File: src/rtl/shift_add_mult_seq_pkg.sv
// Shared types and helpers for the sequential shift-add multiplier.
package shift_add_mult_seq_pkg;

  typedef enum logic [1:0] {
    IDLE = 2'd0,
    RUN  = 2'd1,
    DONE = 2'd2
  } state_t;

  function automatic int cnt_width(input int width);
    return $clog2(width + 1);
  endfunction

endpackage

File: src/rtl/simple_adder.sv
// Plain WIDTH-bit unsigned adder with carry out.
module simple_adder #(
  parameter int WIDTH = 8
) (
  input  logic [WIDTH-1:0] a,
  input  logic [WIDTH-1:0] b,
  output logic [WIDTH-1:0] sum,
  output logic             cout
);

  assign {cout, sum} = {1'b0, a} + {1'b0, b};

endmodule

File: src/rtl/shift_add_mult_seq.sv
// Sequential shift-add unsigned multiplier: one adder reused once per multiplier bit.
// Optional macro SHIFT_ADD_MULT_SEQ_EARLY_EXIT_EN stops as soon as the remaining multiplier bits are zero.
module shift_add_mult_seq
  import shift_add_mult_seq_pkg::*;
#(
  parameter int WIDTH = 8
) (
  input  logic                 clk,
  input  logic                 rst_n,
  input  logic                 in_valid,
  output logic                 in_ready,
  input  logic [WIDTH-1:0]     a,
  input  logic [WIDTH-1:0]     b,
  output logic                 out_valid,
  input  logic                 out_ready,
  output logic [2*WIDTH-1:0]   product
);

  localparam int CNT_W = cnt_width(WIDTH);

  state_t                 state_q, state_d;
  logic [WIDTH-1:0]       mcand_q, mcand_d;
  logic [2*WIDTH-1:0]     p_q, p_d;
  logic [CNT_W-1:0]       cnt_q, cnt_d;
  logic [2*WIDTH-1:0]     product_q, product_d;

  logic [WIDTH-1:0]       add_b;
  logic [WIDTH-1:0]       sum;
  logic                   cout;
  logic [2*WIDTH-1:0]     p_step;
  logic [CNT_W-1:0]       cnt_step;
  logic [2*WIDTH-1:0]     product_step;
  logic                   last_step;

  assign add_b = p_q[0] ? mcand_q : '0;

  simple_adder #(.WIDTH(WIDTH)) u_adder (
    .a    (p_q[2*WIDTH-1:WIDTH]),
    .b    (add_b),
    .sum  (sum),
    .cout (cout)
  );

  // The carry becomes the new MSB as the whole register shifts right.
  assign p_step   = {cout, sum, p_q[WIDTH-1:1]};
  assign cnt_step = cnt_q + CNT_W'(1);

`ifdef SHIFT_ADD_MULT_SEQ_EARLY_EXIT_EN
  logic [WIDTH-1:0] ones;
  logic [WIDTH-1:0] pending_mask;

  // Unprocessed multiplier bits occupy the low WIDTH-cnt bits of P.
  assign ones         = '1;
  assign pending_mask = ones >> cnt_step;
  assign last_step    = (p_step[WIDTH-1:0] & pending_mask) == '0;
  assign product_step = p_step >> (CNT_W'(WIDTH) - cnt_step);
`else
  assign last_step    = (cnt_step == CNT_W'(WIDTH));
  assign product_step = p_step;
`endif

  always_ff @(posedge clk or negedge rst_n) begin
    if (!rst_n) begin
      state_q   <= IDLE;
      mcand_q   <= '0;
      p_q       <= '0;
      cnt_q     <= '0;
      product_q <= '0;
    end else begin
      state_q   <= state_d;
      mcand_q   <= mcand_d;
      p_q       <= p_d;
      cnt_q     <= cnt_d;
      product_q <= product_d;
    end
  end

  always_comb begin
    state_d = state_q;
    case (state_q)
      IDLE:    if (in_valid)  state_d = RUN;
      RUN:     if (last_step) state_d = DONE;
      DONE:    if (out_ready) state_d = IDLE;
      default: state_d = IDLE;
    endcase
  end

  always_comb begin
    mcand_d   = mcand_q;
    p_d       = p_q;
    cnt_d     = cnt_q;
    product_d = product_q;
    case (state_q)
      IDLE: begin
        if (in_valid) begin
          mcand_d = a;
          p_d     = {{WIDTH{1'b0}}, b};
          cnt_d   = '0;
        end
      end
      RUN: begin
        p_d   = p_step;
        cnt_d = cnt_step;
        if (last_step) product_d = product_step;
      end
      default: ;
    endcase
  end

  always_comb begin
    in_ready  = (state_q == IDLE);
    out_valid = (state_q == DONE);
  end

  assign product = product_q;

endmodule

File: config.mk
export PLATFORM = sky130hd
export DESIGN_NAME = shift_add_mult_seq
export DESIGN_NICKNAME = d
export VERILOG_FILES = /design/src/rtl/shift_add_mult_seq_pkg.sv /design/src/rtl/simple_adder.sv /design/src/rtl/shift_add_mult_seq.sv
export SDC_FILE = /design/constraint.sdc
export NUM_CORES = 1
export LEC_CHECK = 0
export BUFFER_PORTS_ARGS = -buffer_cell sky130_fd_sc_hd__buf_4
export CAP_MARGIN = 20
export CORE_ASPECT_RATIO = 1.2
export CORE_UTILIZATION = 50
export CTS_BUF_LIST = sky130_fd_sc_hd__clkbuf_4
export DETAILED_ROUTE_END_ITERATION = 10
export PLACE_DENSITY_LB_ADDON = 0.3
export RECOVER_POWER = 50
export SLEW_MARGIN = 0
export SYNTH_ARGS = -nofsm -noshare
export SYNTH_HDL_FRONTEND = slang
export SYNTH_SLANG_ARGS = --single-unit
File: constraint.sdc
create_clock -name clk -period 2.05 [get_ports clk]
set_clock_uncertainty 0.05 [all_clocks]
set_input_delay 0.205 -clock clk [delete_from_list [all_inputs] [get_ports clk]]
set_output_delay 0.205 -clock clk [all_outputs]
set_load 0.02 [all_outputs]
==> impl_metrics.ini, run 1 <==
[clock_tree]
clock_latency_ns = 0.36
h-tree-depth = 2
clk_path_buf_depth = 2
cts_sinks = 46
cts_made_buffers = 5
root_buffer = clkbuf_4
cts.clk_slew.worst_paths_ns = 0.14
cts_tree = done

[sta]
setup_violations = 0
worstMarginPinSlew_ns = 1.12
fin_crit_sh_pct = 99.6
max_freq_mhz = 490
slew_headroom_pct = 25.3
whs_ns = 0.0320
hold_viol = 0
rsz0062_at_grt = yes
finalMaxSlewViolations = 0
final.setup.tns_ns = 0
period_needed_ns = 2.04

[placed_design]
placed_area_sq_mm = 0.00265
io_buffer_count = 37
place_hpwl_microns = 3430
post-place-cells = 345
place.gp.congestion = 0.820

[logic_synthesis]
ys.flop_type = dfrtp_1
syn_area_sq_mm = 0.00227
synthArstFlopShare_pct = 100
syn_area_per_cell_sq_um = 9.07
syn_inst = 250
synth_edf_count = 0
synth_nets = 280
yosysWarnings = 0
ys_types = 33
synth_seq_cells = 46
yosysSeqAreaShare_pct = 50.8

[global_route]
antenna_found_initial = 0
globalRouteTotalUtil_pct = 23.3
grt_pass1_wl_microns = 8540
grt_use_met2_pct = 41.5
grt_most_used_layer = met2
first_global_vias = 1852
overflow = 0
gr-usage-met3_pct = 5.39
grt_max_degree = 47
gr-usage-met1_pct = 27.4

[pwr]
p_int_mw = 2.65
swShare_pct = 42.4
p_total_mw = 4.60
seqPwrFrac_pct = 35.6
power-per-cell-area_mw_per_mm2 = 1620
p_leak_nw = 1.41
switchingPower_mw = 1.95
clock_power_share_pct = 12.0
vdd_ir_drop_max_v = 0.000659
p_comb_share_pct = 52.4

[floorplan]
num_rows = 26
die_x_microns = 63.5
chipHeight_microns = 75.8
core_area_sq_mm = 0.00429
ios = 38
die-area_sq_mm = 0.00481
initial_core_util_pct = 52.8

[finish]
nets = 338
regArea_sq_mm = 0.00115
n_antenna_cell = 0
drive_above_1_share_pct = 21.4
final_area_sq_mm = 0.00284
multi_input_area_sq_mm = 0.00107
fill_cells = 388
fin_cells = 365
syn2layout_area_growth_pct = 25.4

[outcome]
outcome = finished clean

[route]
drt-wirelength-per-cell_microns = 13.6
wirelength_microns = 4970
num_vias = 1924
viasPerCell = 5.27
ant_nets = 0
drtIter0Drc = 112
drtPass1Iterations = 4
drc = 0

[setup_path]
required_ns = 2.26
end_kind = register
cp.arrival_ns = 2.25
crit_fanout = 2
path_class = reg2reg
critPathLaunchType = register

[flow_run]
maxCapViolCount = 0

[hold_path]
hold_class = in2reg
[logic make-up after synthesis]
| logic type | synth area share [%] |
|---|---|
| adders and majority gates | 5.85 |
| DFF | 50.8 |
| xor gates and xnor gates | 1.93 |
| muxes | 0.442 |
| and+or+nand+nor | 24.6 |
| AOI/OAI and AO/OA | 13.1 |
| buffers and inverters | 3.26 |
[stage by stage]
stage,worst slack (ns),util [%]
2_1_floorplan,0.0431,-
3_3_place_gp,0.0235,61.6
3_5_place_dp,-0.0400,61.6
4_1_cts,0.0161,66.1
5_1_grt,-0.120,66.2
6_report,0.00807,66.2
[registers in the layout, indices dropped and copies added, names as in the netlist]
signal / cells
p_q: 16
mcand_q: 8
cnt_q: 4
state_q: 2
product: 16
[power by group through the flow]
| stage | Combinational [mW] | Sequential, mW | Clock, mW |
|---|---|---|---|
| 2_1_floorplan | 1.49 | 1.76 | 0 |
| 6_report | 2.41 | 1.64 | 0.552 |
| 4_1_cts | 2.41 | 1.63 | 0.565 |
| 3_3_place_gp | 2.30 | 1.63 | 0 |
| 5_1_grt | 2.73 | 1.70 | 0.598 |
| 3_5_place_dp | 2.36 | 1.64 | 0 |
[cell usage in the layout (no fill, tap or decap), types with 4 or more instances in the layout]
cell / synthesis / routed
a211o_1: 6 / 6
a21oi_1: 5 / 5
a31oi_1: 8 / 8
and2_1: 8 / 6
buf_4: 1 / 46
clkbuf_1: 3 / 5
clkbuf_4: 0 / 5
dfrtp_1: 46 / 46
dlygate4sd3_1: 0 / 10
ha_1: 9 / 7
nand2_1: 87 / 87
nand3_1: 14 / 14
nand4_1: 4 / 4
nor2_1: 11 / 11
o21ai_0: 11 / 11
o21ai_1: 6 / 5
[layout make-up]
class / instances / share of cell area (%)
Timing Repair Buffer: 62 / 16.5
Multi-Input combinational cell: 191 / 37.6
Sequential cell: 46 / 40.5
Clock buffer: 5 / 1.32
Tap cell: 56 / 2.46
Inverter: 2 / 0.264
Clock inverter: 3 / 1.41
[Yosys cell counts, drive strengths merged (2+ instances only)]
library cell	number	area [sq um]
o21ai	17	85.1
a31oi	8	50.1
xor2	2	17.5
ha	9	113
a211o	6	52.6
clkbuf	3	11.3
nand4	4	25.0
and2	8	50.1
a21oi	5	25.0
nand3	14	70.1
nand2	87	327
dfrtp	46	1150
a21o	3	22.5
nor2	11	41.3
inv	2	7.51
nand2b	2	12.5
xnor2	3	26.3
buf	8	55.1
[per-layer routing]
layer  vias to the layer above  share of wire, %
li1                        963                 -
met1                       892                42
met5                         -                 0
met2                        59                51
met4                         0               1.8
met3                        10               6.0
[critical path: stages (launching register included)]
cell	delay (ns)
dfrtp_1	0.41
and2_4	0.17
ha_4	0.16
fa_2	0.36
a21o_1	0.21
a221oi_2	0.29
xnor2_1	0.19
o21ai_1	0.10
[what timing repair did]
item | in CTS | in global routing
hold buffers | 10 | 0
endpoints found under the hold margin | 55 | 0
resized for setup | 2 | 5
endpoints found under the setup margin | 4 | 8
buffers inserted | 1 | 1
pin swaps | 3 | 7
[worst paths after layout]
| path | to | cells past startpoint | startpoint | slack, ns |
|---|---|---|---|---|
| worst max-delay path | p_q[13]$_DFFE_PN0P_ | 7 | mcand_q[0]$_DFFE_PN0P_ | 0.008 |
| worst min-delay path | p_q[6]$_DFFE_PN0P_ | 3 | b[6] | 0.03 |
| worst max register to register | p_q[13]$_DFFE_PN0P_ | 7 | mcand_q[0]$_DFFE_PN0P_ | 0.008 |
| worst min register to register | product[2]$_DFFE_PN0P_ | 2 | product[2]$_DFFE_PN0P_ | 0.43 |
| max in group asynchronous | product[11]$_DFFE_PN0P_ | 2 | rst_n | 0.74 |
| min in group asynchronous | p_q[5]$_DFFE_PN0P_ | 2 | rst_n | 0.54 |
(Power assumes the default switching activity.)
==> run 2, diff against run 1 <==
--- a/config.mk
+++ b/config.mk
@@ -5,6 +5,7 @@
 export SDC_FILE = /design/constraint.sdc
 export NUM_CORES = 1
 export LEC_CHECK = 0
+export ABC_AREA = 1
 export BUFFER_PORTS_ARGS = -buffer_cell sky130_fd_sc_hd__buf_4
 export CAP_MARGIN = 20
 export CORE_ASPECT_RATIO = 1.2
==> constraint.sdc (replaced) <==
create_clock -name clk -period 2.4 [get_ports clk]
set_clock_uncertainty 0.05 [all_clocks]
set_input_delay 0.24 -clock clk [delete_from_list [all_inputs] [get_ports clk]]
set_output_delay 0.24 -clock clk [all_outputs]
set_load 0.02 [all_outputs]
==> impl_metrics.ini, run 2 <==
[outcome]
outcome = finished clean

[logic_synthesis]
synth_largest_area_cell = dfrtp_1
synthArstFlopShare_pct = 100
ys.flop_type = dfrtp_1
synthTopCellsByCount = nand2_1 (117), dfrtp_1 (46), inv_1 (22)
ys_types = 26
synth_seq_cells = 46
syn_area_sq_mm = 0.00229
synth_nets = 304
syn_area_per_cell_sq_um = 8.36
synth_edf_count = 0
yosysMostFrequentCell = nand2_1
synth_top_area_share_pct = 50.2
yosysSeqAreaShare_pct = 50.2
yosysWarnings = 0
syn_inst = 274
synthTopCellsByArea = dfrtp_1 (50%), nand2_1 (19%), ha_1 (4.9%)

[placed_design]
place.gp.congestion = 0.878
io_buffer_count = 37
pre_cts_ws_ns = 0.522
place_hpwl_microns = 3390

[clock_tree]
h-tree-depth = 2
cts.clk_slew.worst_paths_ns = 0.14
clk_path_buf_depth = 2
cts_made_buffers = 5
cts_sinks = 46
clock_latency_ns = 0.36
cts_setup_buffers = 0
cts_tree = done
root_buffer = clkbuf_4

[setup_path]
worstReg2RegStart = p_q[0]$_DFFE_PN0P_
critPathTopFamily = simple AND/OR/NAND/NOR gates
end_kind = register
crit_fanout = 9
path_class = reg2reg
reg2reg_slack_ns = 0.53
r2r_cells = 10
critPathBufInv = 1
cp-startpoint = p_q[0]$_DFFE_PN0P_
worst_path_most_repeated_cell = nand2_1
required_ns = 2.62
r2r-end = p_q[13]$_DFFE_PN0P_
critPathLaunchType = register
slowest_delay_ns = 0.49
cp.arrival_ns = 2.09
path_cells = nand2_1 -> inv_1 -> ha_1 -> fa_1 -> nand3_1 -> nand2_1 -> nand2_1 -> nand3_1 -> nand3_1 -> nand2_1
critPathSlowestCell = dfrtp_1

[floorplan]
num_rows = 26
die_x_microns = 63.8
initial_core_util_pct = 52.9
ios = 38
die-area_sq_mm = 0.00486
core_area_sq_mm = 0.00433
chipHeight_microns = 76.2

[route]
num_vias = 1878
drt-wirelength-per-cell_microns = 12.4
drc = 0
wirelength_microns = 4620
ant_nets = 0
viasPerCell = 5.06
drtIter0Drc = 80
drtPass1Iterations = 4

[sta]
finalMaxSlewViolations = 0
setup_violations = 0
hold_viol = 0
period_needed_ns = 1.87
max_freq_mhz = 534
fin_crit_sh_pct = 78.1
rsz0062_at_grt = no
worstMarginPinSlew_ns = 1.12
layout_setup_ws_ns = 0.527
final.setup.tns_ns = 0
slew_headroom_pct = 25.1

[finish]
layout_common_cells = nand2_1 (117), dfrtp_1 (46), buf_4 (28), inv_1 (22), nand3_1 (18)
fill_cells = 410
final_util_pct = 61.0
n_antenna_cell = 0
nets = 344
multi_input_area_sq_um = 991
drive_above_1_share_pct = 16.2
final_common_cell = nand2_1
syn2layout_area_growth_pct = 15.1
regArea_sq_mm = 0.00115

[hold_path]
holdPathEnd = mcand_q[6]$_DFFE_PN0P_
hp-start = a[6]
worstHoldPathCells = 3
hold_class = in2reg

[global_route]
globalRouteTotalUtil_pct = 21.2
overflow = 0
grt_max_degree = 47
first_global_vias = 1890
grt_pass1_wl_microns = 8020
antenna_found_initial = 0

[pwr]
p_int_mw = 1.92
p_comb_share_pct = 51.1
seqPwrFrac_pct = 38.7
vdd_ir_drop_max_v = 0.000630
swShare_pct = 46.1
p_leak_nw = 1.47
clock_power_share_pct = 10.1
switchingPower_mw = 1.64
power-per-cell-area_mw_per_mm2 = 1350

[flow_run]
maxCapViolCount = 0
[run 2: cell types whose count changed in the layout (fill, tap and decap cells not counted), sizes merged, moves of 5 or more]
cell / change
dlygate4sd3: -8
buf: -18
and2: -8
a31oi: -8
clkbuf: +5
a211o: -6
nor2: -6
o21a: +6
inv: +24
nand2: +35
nand3: +6
[run 2: layout make-up]
type | count | area share, %
Tap cell | 56 | 2.66
Sequential cell | 46 | 43.6
Multi-Input combinational cell | 195 | 37.6
Timing Repair Buffer | 40 | 10.2
Clock buffer | 6 | 1.71
Inverter | 26 | 3.89
Clock inverter | 2 | 0.332
[run 2: metrics by stage]
step	area (sq um)	power (mW)	std cells	hold slack, ns
2_1_floorplan	2290	2.73	274	-0.106
3_3_place_gp	2600	3.21	361	0.226
3_5_place_dp	2600	3.29	361	0.229
4_1_cts	2670	3.66	371	0.0172
5_1_grt	2640	3.90	371	0.0129
6_report	2640	3.56	371	0.0235
[run 2: repair_timing]
item | in CTS | in global routing
resized for setup | 0 | 0
hold endpoints to repair | 47 | 0
hold buffers | 2 | 0
[run 2: layer usage]
| metal | part of all wire, % | vias up | global-route usage (%) |
|---|---|---|---|
| met2 | 52 | 32 | 37.1 |
| met5 | 0 | - | 0 |
| met3 | 2.9 | 11 | 4.64 |
| li1 | - | 948 | - |
| met4 | 2.4 | 0 | 8.64 |
| met1 | 42 | 887 | 24.6 |
[run 2: power by group through the flow]
stage	clock network, mW	registers [mW]	logic [mW]
global route	0.400	1.43	2.07
detailed placement	0	1.40	1.89
CTS	0.371	1.38	1.90
floorplan	0	1.47	1.26
finish	0.361	1.38	1.82
global placement	0	1.39	1.83
[run 2: worst max-delay path by stage]
stage               cells after the start             endpoint
floorplan                              11  p_q[13]$_DFFE_PN0P_
global placement                       10  p_q[13]$_DFFE_PN0P_
detailed placement                     10  p_q[13]$_DFFE_PN0P_
CTS                                    10  p_q[13]$_DFFE_PN0P_
global route                           10  p_q[13]$_DFFE_PN0P_
finish                                 10  p_q[13]$_DFFE_PN0P_
[run 2: tightest hold or removal path, delay by kind of cell]
family        cells  cell delay [ns]
buf+inv           1             0.08
simple gates      2             0.08
[run 2: cell families (layout without fill, tap and decap cells)]
kind of cell               after synthesis  count (layout)  share of synthesized area (%)
and+or+nand+nor                        149             149                           27.7
DFF                                     46              46                           50.2
adders and majority gates               10              10                           5.79
xor gates and xnor gates                 2               2                          0.765
AOI/OAI and AO/OA                       34              34                           8.96
buffers and inverters                   33              74                           6.50
